### src/rtl/div_seq_ctrl_if.sv
// Handshake/result bundle between the EX stage and the DIV/DIVU sequencer.
// master: pipeline side (issues requests, consumes results)
// slave : divider side
interface div_seq_ctrl_if #(
   parameter int unsigned WIDTH = 32
);
   logic             start;
   logic             signed_op;
   logic [WIDTH-1:0] dividend;
   logic [WIDTH-1:0] divisor;
   logic             flush;
   logic             busy;
   logic             done;
   logic [WIDTH-1:0] quotient;
   logic [WIDTH-1:0] remainder;

   modport master (
      output start, signed_op, dividend, divisor, flush,
      input  busy, done, quotient, remainder
   );

   modport slave (
      input  start, signed_op, dividend, divisor, flush,
      output busy, done, quotient, remainder
   );
endinterface

### src/rtl/div_seq_ctrl.sv
// Sequencer for a multi-cycle radix-2 restoring divider (DIV/DIVU).
// IDLE -> PREP -> ITER (WIDTH cycles) -> FIX -> IDLE; busy stalls EX, done pulses
// for one cycle with quotient (LO) and remainder (HI) valid.
// Optional feature: define DIV_EARLY_OUT_EN to skip ITER when the divisor
// magnitude exceeds the dividend magnitude or the divisor is zero.
module div_seq_ctrl #(
   parameter int unsigned WIDTH = 32
) (
   input  logic              clk,
   input  logic              reset,
   div_seq_ctrl_if.slave     bus
);
   localparam int unsigned CW = $clog2(WIDTH);

   typedef enum logic [1:0] {IDLE, PREP, ITER, FIX} state_t;

   state_t           state_q, state_d;
   logic [WIDTH-1:0] dvd_q, dvs_q;
   logic             sgn_q;
   logic [WIDTH-1:0] quo_q, rem_q, b_q;
   logic [CW-1:0]    cnt_q;
   logic             neg_q_q, neg_r_q, dz_q;
   logic [WIDTH-1:0] q_out_q, r_out_q;

   logic             a_neg, b_neg, dvs_zero, early;
   logic [WIDTH-1:0] a_abs, b_abs;
   logic [WIDTH:0]   rem_sh;
   logic             ge;
   logic [WIDTH-1:0] quo_nx, rem_nx;
   logic             load_out;
   logic [WIDTH-1:0] fin_q_mag, fin_r_mag;
   logic             fin_dz, fin_nq, fin_nr;
   logic [WIDTH-1:0] fin_q, fin_r;

   // Magnitudes of the captured operands; -(2^(WIDTH-1)) maps to unsigned 2^(WIDTH-1).
   assign a_neg    = sgn_q & dvd_q[WIDTH-1];
   assign b_neg    = sgn_q & dvs_q[WIDTH-1];
   assign a_abs    = a_neg ? -dvd_q : dvd_q;
   assign b_abs    = b_neg ? -dvs_q : dvs_q;
   assign dvs_zero = (dvs_q == '0);

`ifdef DIV_EARLY_OUT_EN
   assign early = dvs_zero || (b_abs > a_abs);
`else
   assign early = 1'b0;
`endif

   // One restoring step: comparing the shifted remainder against the divisor is
   // the sign test of the WIDTH+1-bit difference; the kept remainder fits WIDTH bits.
   assign rem_sh = {rem_q, quo_q[WIDTH-1]};
   assign ge     = (rem_sh >= {1'b0, b_q});
   assign quo_nx = {quo_q[WIDTH-2:0], ge};
   assign rem_nx = ge ? (rem_sh[WIDTH-1:0] - b_q) : rem_sh[WIDTH-1:0];

   // Sign fix / divide-by-zero override applied to whichever magnitudes finish this cycle.
   assign fin_q = fin_dz ? '1    : (fin_nq ? -fin_q_mag : fin_q_mag);
   assign fin_r = fin_dz ? dvd_q : (fin_nr ? -fin_r_mag : fin_r_mag);

   // State register.
   always_ff @(posedge clk) begin
      if (reset) state_q <= IDLE;
      else       state_q <= state_d;
   end

   // Next state, plus selection of the result that is written on entry to FIX.
   always_comb begin
      state_d   = state_q;
      load_out  = 1'b0;
      fin_q_mag = '0;
      fin_r_mag = '0;
      fin_dz    = 1'b0;
      fin_nq    = 1'b0;
      fin_nr    = 1'b0;
      case (state_q)
         IDLE: if (bus.start && !bus.flush) state_d = PREP;
         PREP: begin
            fin_r_mag = a_abs;
            fin_dz    = dvs_zero;
            fin_nq    = a_neg ^ b_neg;
            fin_nr    = a_neg;
            if (bus.flush) state_d = IDLE;
            else if (early) begin
               state_d  = FIX;
               load_out = 1'b1;
            end else state_d = ITER;
         end
         ITER: begin
            fin_q_mag = quo_nx;
            fin_r_mag = rem_nx;
            fin_dz    = dz_q;
            fin_nq    = neg_q_q;
            fin_nr    = neg_r_q;
            if (bus.flush) state_d = IDLE;
            else if (cnt_q == '0) begin
               state_d  = FIX;
               load_out = 1'b1;
            end
         end
         FIX:     state_d = IDLE;
         default: state_d = IDLE;
      endcase
   end

   // Datapath: operand capture, magnitude prep, iteration and result registers.
   // Results are registered on entry to FIX so they are valid during the done pulse.
   always_ff @(posedge clk) begin
      if (reset) begin
         dvd_q   <= '0;
         dvs_q   <= '0;
         sgn_q   <= 1'b0;
         quo_q   <= '0;
         rem_q   <= '0;
         b_q     <= '0;
         cnt_q   <= '0;
         neg_q_q <= 1'b0;
         neg_r_q <= 1'b0;
         dz_q    <= 1'b0;
         q_out_q <= '0;
         r_out_q <= '0;
      end else begin
         case (state_q)
            IDLE: if (bus.start && !bus.flush) begin
               dvd_q <= bus.dividend;
               dvs_q <= bus.divisor;
               sgn_q <= bus.signed_op;
            end
            PREP: begin
               quo_q   <= a_abs;
               b_q     <= b_abs;
               rem_q   <= '0;
               cnt_q   <= CW'(WIDTH - 1);
               neg_q_q <= a_neg ^ b_neg;
               neg_r_q <= a_neg;
               dz_q    <= dvs_zero;
            end
            ITER: if (!bus.flush) begin
               quo_q <= quo_nx;
               rem_q <= rem_nx;
               cnt_q <= cnt_q - 1'b1;
            end
            default: ;
         endcase
         if (load_out) begin
            q_out_q <= fin_q;
            r_out_q <= fin_r;
         end
      end
   end

   assign bus.busy      = (state_q != IDLE);
   assign bus.done      = (state_q == FIX);
   assign bus.quotient  = q_out_q;
   assign bus.remainder = r_out_q;
endmodule

### src/flat_wrapper.sv
// flat-port wrapper written by rule: the top's interface ports become plain ports
module div_seq_ctrl_flat 
#(
   parameter int unsigned WIDTH = 32
)
  (clk, reset, bus_start, bus_signed_op, bus_dividend, bus_divisor, bus_flush, bus_busy, bus_done, bus_quotient, bus_remainder);
  div_seq_ctrl_if #(.WIDTH(WIDTH)) bus_i ();
  input  logic clk;
  input  logic reset;
  input wire logic [$bits(bus_i.start)-1:0] bus_start;
  input wire logic [$bits(bus_i.signed_op)-1:0] bus_signed_op;
  input wire logic [$bits(bus_i.dividend)-1:0] bus_dividend;
  input wire logic [$bits(bus_i.divisor)-1:0] bus_divisor;
  input wire logic [$bits(bus_i.flush)-1:0] bus_flush;
  output wire logic [$bits(bus_i.busy)-1:0] bus_busy;
  output wire logic [$bits(bus_i.done)-1:0] bus_done;
  output wire logic [$bits(bus_i.quotient)-1:0] bus_quotient;
  output wire logic [$bits(bus_i.remainder)-1:0] bus_remainder;
  assign bus_i.start = bus_start;
  assign bus_i.signed_op = bus_signed_op;
  assign bus_i.dividend = bus_dividend;
  assign bus_i.divisor = bus_divisor;
  assign bus_i.flush = bus_flush;
  assign bus_busy = bus_i.busy;
  assign bus_done = bus_i.done;
  assign bus_quotient = bus_i.quotient;
  assign bus_remainder = bus_i.remainder;
  div_seq_ctrl #(.WIDTH(WIDTH)) u_core (.clk(clk), .reset(reset), .bus(bus_i));
endmodule
### config.mk
export PLATFORM = sky130hd
export DESIGN_NAME = div_seq_ctrl_flat
export DESIGN_NICKNAME = d
export VERILOG_FILES = /design/src/rtl/div_seq_ctrl_if.sv /design/src/rtl/div_seq_ctrl.sv /design/src/flat_wrapper.sv
export SDC_FILE = /design/constraint.sdc
export NUM_CORES = 1
export LEC_CHECK = 0
export CORE_ASPECT_RATIO = 0.6
export CORE_UTILIZATION = 33
export CTS_CLUSTER_SIZE = 20
export DETAILED_ROUTE_END_ITERATION = 8
export PLACE_DENSITY_LB_ADDON = 0.25
export SYNTH_ARGS = -nofsm -noshare
export SYNTH_HDL_FRONTEND = slang
export SYNTH_SLANG_ARGS = --single-unit
### constraint.sdc
create_clock -name clk -period 5.4 [get_ports clk]
set_clock_uncertainty 0.15 [all_clocks]
set_input_delay 1.08 -clock clk [delete_from_list [all_inputs] [get_ports clk]]
set_output_delay 1.08 -clock clk [all_outputs]
set_load 0.01 [all_outputs]
* Word-level counts from Yosys, hierarchy flattened
Cells that the tools add are included.
** Storage, ports and cells
- Register bits after elaboration :: 235
- Bits in latches :: 0
- Memory bits (writable) :: 0
- ROM bits :: 0
- Output and inout bits :: 66
- Memories kept :: 0
** Cells by class
- $add $sub $neg :: 6
- Multipliers :: 0
- Div/mod/pow operators :: 0
- Magnitude comparators :: 1
- Equal/unequal tests :: 6
- Shift operators :: 0
- Multiplexer cells :: 26
- Bitwise gates (word level) :: 3
- Reductions and logical operators :: 10
** Operators with widths (number)
- 2-to-1 mux 32 bit :: 10
- case mux 32 bit (2 select lines) :: 3
- negation 32 bit :: 4
- >= comparator 33 x 32 -> 1 bit :: 1
- logical NOT 32 bit :: 1
- subtractor 32 bit :: 1
- case mux 5 bit (2 select lines) :: 1
- 2-to-1 mux 2 bit :: 4
- case mux 2 bit (4 select lines) :: 1
- case mux 1 bit (2 select lines) :: 3
- AND reduction 2 bit :: 3
- logical NOT 5 bit :: 1
- 2-to-1 mux 5 bit :: 1
- subtractor 5 x 1 -> 5 bit (second input constant) :: 1
- equality test 2 bit (second input constant) :: 2
- nonzero test 2 bit :: 2
- 2-to-1 mux 1 bit :: 3
- inequality test 3 x 2 -> 1 bit (second input constant) :: 1
- bitwise AND 1 bit :: 2
- equality test 2 x 1 -> 1 bit (second input constant) :: 1
- logical NOT 2 bit :: 1
- inequality test 2 x 1 -> 1 bit (second input constant) :: 1
- inequality test 2 bit (second input constant) :: 1
- logical AND 1 bit :: 1
- 2 further kinds :: 2

* Depth between registers and ports, before layout
- Word-level depth :: 6
- Gate-level depth with buffers :: 20
- Depth with buffers taken out :: 18

* Worst setup path after synthesis
OpenSTA, ideal clock, no wires.
- Path kind :: reg-to-reg
- From :: reg u_core.state_q[0]
- To :: reg u_core.q_out_q[28] (netlist: u_core.bus.quotient[28])
- Arrival time :: 4.018 ns
- Setup slack :: 1.147 ns
- Cell stages (with the launch flop) :: 19
- Path buffers :: 6
- Clock period less this slack :: 4.253 ns
- Cells stage by stage :: dfxtp_1 -> inv_1 -> ha_1 -> clkbuf_1 -> clkbuf_1 -> clkbuf_1 -> clkbuf_1 -> clkbuf_1 -> buf_1 -> nand2_1 -> ha_1 -> nand3_1 -> o21bai_1 -> o21bai_1 -> a21oi_1 -> nor2_1 -> nor2_1 -> or3_1 -> a211oi_1
** On the way
- Cells in the longest elaborated chain, start to end :: 5
- Elaborated cells between the ends (all ways) :: 9
- Those cells by class :: add/sub: 1; eq/ne: 2; mux: 6
** RTL lines
- from (decl) :: RTL line div_seq_ctrl.sv:17 : state_t state_q, state_d;
- from (signal assigned) :: RTL line div_seq_ctrl.sv:62 : else state_q <= state_d;
- equality test 2 bit :: RTL line div_seq_ctrl.sv:74 : case (state_q)
- 2-to-1 mux 32 bit :: RTL line div_seq_ctrl.sv:74
- negation 32 bit :: RTL line div_seq_ctrl.sv:56 : assign fin_q = fin_dz ? '1 : (fin_nq ? -fin_q_mag : fin_q_mag);
- 2-to-1 mux 32 bit (2 in a row) :: RTL line div_seq_ctrl.sv:56
- to (signal assigned) :: RTL line div_seq_ctrl.sv:144 : q_out_q <= fin_q;
- to (decl) :: RTL line div_seq_ctrl.sv:23 : logic [WIDTH-1:0] q_out_q, r_out_q;
Several ways; a longest one is shown, not always the timed one.
A chain may end at the register's enable or synchronous reset.

* Worst setup path after layout
- From :: reg u_core.rem_q[7]
- To :: reg u_core.r_out_q[18] (netlist: u_core.bus.remainder[18])
** On the way
- Cells in the longest elaborated chain, start to end :: 6
- Elaborated cells between the ends (all ways) :: 7
- Those cells by class :: add/sub: 2; order compare: 1; mux: 4
** RTL lines
- from (decl) :: RTL line div_seq_ctrl.sv:20 : logic [WIDTH-1:0] quo_q, rem_q, b_q;
- from (signal assigned) :: RTL line div_seq_ctrl.sv:138 : rem_q <= rem_nx;
- subtractor 32 bit / >= comparator 33 x 32 -> 1 bit (equally long branches) :: RTL line div_seq_ctrl.sv:53, div_seq_ctrl.sv:51
- 2-to-1 mux 32 bit (*) :: RTL line div_seq_ctrl.sv:53 : assign rem_nx = ge ? (rem_sh[WIDTH-1:0] - b_q) : rem_sh[WIDTH-1:0];
- case mux 32 bit (2 select lines) (*) :: RTL line div_seq_ctrl.sv:74
- negation 32 bit :: RTL line div_seq_ctrl.sv:57 : assign fin_r = fin_dz ? dvd_q : (fin_nr ? -fin_r_mag : fin_r_mag);
- 2-to-1 mux 32 bit (*) (2 in a row) :: RTL line div_seq_ctrl.sv:57
- to (signal assigned) :: RTL line div_seq_ctrl.sv:145 : r_out_q <= fin_r;
- to (decl) :: RTL line div_seq_ctrl.sv:23
Mark *: on every way between the ends. The rest lies on a longest branch, timed or not.

==> impl_metrics.env <==
export IMPL_rr_startpoint="u_core.rem_q[7]"
export IMPL_fin_nets=2261
export IMPL_hold_path_depth=2
export IMPL_critPathLaunchType="register"
export IMPL_cts_tree="built"
export IMPL_diodes=0
export IMPL_drt_total_wl_um=61380
export IMPL_p_leak_uw=0.006458
export IMPL_hold_path_end="u_core.b_q[31]"
export IMPL_grt_max_degree=110
export IMPL_rr_endpoint="u_core.bus.remainder[18]"
export IMPL_crit_family="compound AO/OA/AOI/OAI gates"
export IMPL_start_util_pct=33.54
export IMPL_maxCapViolCount=0
export IMPL_vias=16140
export IMPL_fin_ws_ps=323.7
export IMPL_timing_fmax_mhz=197.0
export IMPL_rows=61
export IMPL_antenna_found_initial=1
export IMPL_synth_distinct_cells=109
export IMPL_synth_flop_cell="dfxtp_1"
export IMPL_overflow=0
export IMPL_cts_sinks=235
export IMPL_worstPathArrival_ps=5410
export IMPL_end_kind="register"
export IMPL_relSlewSlack_pct=31.58
export IMPL_layout_cells_non_filler=2798
export IMPL_drc=0
export IMPL_status="finished clean"
export IMPL_clk_latency_ps=570
export IMPL_worst_slew_pin_slew_ps=1022
export IMPL_post_place_ws_ps=535.6
export IMPL_crit_slowest_cell="o31ai_4"
export IMPL_netlist_instances=2091
export IMPL_clockBufferDepth=3
export IMPL_crit_fanout=11
export IMPL_fin_tns_setup_ps=0
export IMPL_final_max_slew_violation_count=0
export IMPL_fill_cells=4959
export IMPL_setup_viol=0
export IMPL_dp_cells=2751
export IMPL_cts_max_level=1
export IMPL_syn_area_um2=15560
export IMPL_path_class="register to register"
export IMPL_syn_to_final_growth_pct=17.48
export IMPL_dp_hpwl_um=47320
export IMPL_cts_made_buffers=26
export IMPL_ys_seq_area_share_pct=30.23
export IMPL_via_per_inst=5.770
export IMPL_post_cts_buffers=0
export IMPL_rsz0062_at_grt="no"
export IMPL_grt_pass1_wl_um=92450
export IMPL_final_hold_viol_count=0
export IMPL_grt_pass1_vias=14620
export IMPL_min_from="u_core.b_q[31]"
export IMPL_drive_above_1_share_pct=8.072
export IMPL_wl_per_cell_um=21.94
export IMPL_die_w_um=282.4
export IMPL_synth_edf_count=0
export IMPL_final_period_utilization_pct=94.01
export IMPL_cp_required_ps=5730
export IMPL_path_cells="ha_1 > a21oi_1 > o21ai_0 > o2bb2ai_1 > o31ai_4 > a211oi_1 > a31oi_1 > o21ai_0 > nand2_1 > ha_1 > o211ai_2 > nor3_4 > nand2_2 > o41ai_2 > xnor2_1 > a22oi_1 > a211oi_2"
export IMPL_holdBufCountCts=0
export IMPL_syn_num_nets=2203
export IMPL_pin_count=135
export IMPL_yosys_register_bits=235
export IMPL_dieArea_um2=48060
export IMPL_cpPeakStageDelay_ps=610
export IMPL_dr_pass1_iters=6
export IMPL_vdd_ir_drop_worst_mv=0.1930
export IMPL_fin_crit_ps=5076
export IMPL_core_um2=46400
export IMPL_gp_congestion=0.9516
export IMPL_grt_usage_pct=25.15
export IMPL_async_flop_share_pct=0
export IMPL_rr_worst_depth=17
export IMPL_final_antenna_net_count=0
export IMPL_ctsResizeCount=0
export IMPL_io_buffers=134
export IMPL_r2r_slack_ps=320
export IMPL_hold_ws_ps=313.9
export IMPL_min_path_type="register to register"
export IMPL_drt_initial_drc_count=1790
export IMPL_final_util_pct=39.40
export IMPL_power_density_nw_per_um2=324.1
export IMPL_ys_warn_count=0
export IMPL_critPathBufInv=0
export IMPL_synth_area_per_cell_um2=7.443
export IMPL_root_buffer="clkbuf_16"
export IMPL_clkSlewWorstSetupHoldPaths_ps=70
export IMPL_fp_dieH_um=170.2
[kinds of logic after synthesis]
family / after synthesis / share of synthesized area (%)
and+or+nand+nor: 833 / 24.84
AOI/OAI and AO/OA: 630 / 27.59
DFF: 235 / 30.23
buffers and inverters: 207 / 5.563
xor gates and xnor gates: 119 / 6.697
adders and majority gates: 43 / 3.505
muxes: 24 / 1.576
[report_power, final]
part	total, uW	switching (uW)	internal [uW]	leakage [uW]
logic	2200	1490	709	0.00415
registers	1960	124	1840	0.00191
clock network	1760	796	968	0.000403
[synth_stat cells, types with 11 or more instances]
cell type	count	area, um2
a211oi_1	59	442.9
a21oi_1	233	1166
a311oi_1	19	166.4
a31oi_1	20	125.1
and2_1	13	81.33
and3_1	11	68.82
buf_1	13	48.80
buf_2	20	100.1
clkbuf_1	109	409.1
dfxtp_1	235	4705
ha_1	42	525.5
inv_1	53	198.9
mux2i_1	20	200.2
nand2_1	364	1366
nand2b_1	13	81.33
nand3_1	31	155.2
nand3b_1	14	105.1
nand4_1	24	150.1
nor2_1	230	863.3
nor3_1	56	280.3
o211ai_1	20	150.1
o21ai_0	87	435.4
o21bai_1	12	90.09
o31ai_1	25	187.7
or3_1	12	75.07
xnor2_1	65	569.3
xor2_1	54	473.0
[layout make-up]
cell class	count	area, um2	area share (%)
Tap cell	630	788.3	4.311
Timing Repair Buffer	182	1728	9.450
Sequential cell	235	4705	25.73
Multi-Input combinational cell	1649	10040	54.93
Clock inverter	11	63.81	0.3490
Clock buffer	36	749.5	4.099
Inverter	55	206.4	1.129
[flip-flops by register name, summed over array words and instances (netlist names)]
| signal | count |
|---|---|
| u_core.bus.remainder | 32 |
| u_core.bus.quotient | 32 |
| u_core.state_q | 2 |
| u_core.dz_q | 1 |
| u_core.neg_q_q | 1 |
| u_core.quo_q | 32 |
| u_core.dvd_q | 32 |
| u_core.cnt_q | 5 |
| u_core.neg_r_q | 1 |
| u_core.sgn_q | 1 |
| u_core.rem_q | 32 |
| u_core.dvs_q | 32 |
| u_core.b_q | 32 |
[how the worst max path moves through the flow]
stage / from / endpoint / depth (start not counted)
after global placement: u_core.b_q[6] / u_core.bus.remainder[18] / 18
after CTS: u_core.rem_q[17] / u_core.bus.remainder[18] / 18
after detailed placement: u_core.rem_q[7] / u_core.bus.remainder[18] / 17
final: u_core.rem_q[7] / u_core.bus.remainder[18] / 17
after floorplan: u_core.state_q[0] / u_core.bus.quotient[28] / 18
after global routing: u_core.b_q[8] / u_core.bus.remainder[20] / 18
[worst min-delay path: stages, from the launching register on]
cell     delay [ps]
dfxtp_1         310
nand2_1          60
a21oi_1          50
[metrics by stage]
step	cell area [um2]	total power [uW]
6_report	18280	5925
5_1_grt	18280	6212
4_1_cts	18280	5906
2_1_floorplan	15560	3448
3_3_place_gp	17470	4135
3_5_place_dp	17470	4136
[metal layers]
| metal | GRT usage, % | wire, um |
|---|---|---|
| met1 | 40.83 | 31850 |
| met2 | 33.26 | 23120 |
| met3 | 5.135 | 5646 |
| met4 | 3.502 | 767 |
| met5 | 0 | 0 |
[cell usage in the layout, fill, tap and decap left out, types with 12 or more instances in the layout]
cell,instances
nand4_1,24
a21oi_1,231
nand2_1,364
dfxtp_1,235
or3_1,12
nand3b_1,14
inv_1,53
a211oi_1,59
mux2i_1,20
a31oi_1,20
a311oi_1,19
and2_1,13
buf_4,46
o31ai_1,25
ha_1,40
o21ai_0,87
nor2_1,229
clkbuf_16,27
nand3_1,31
xor2_1,54
clkdlybuf4s50_1,133
xnor2_1,65
o211ai_1,20
o21bai_1,12
nand2b_1,13
nor3_1,56
Note: power is estimated with default switching activity, not from simulation.
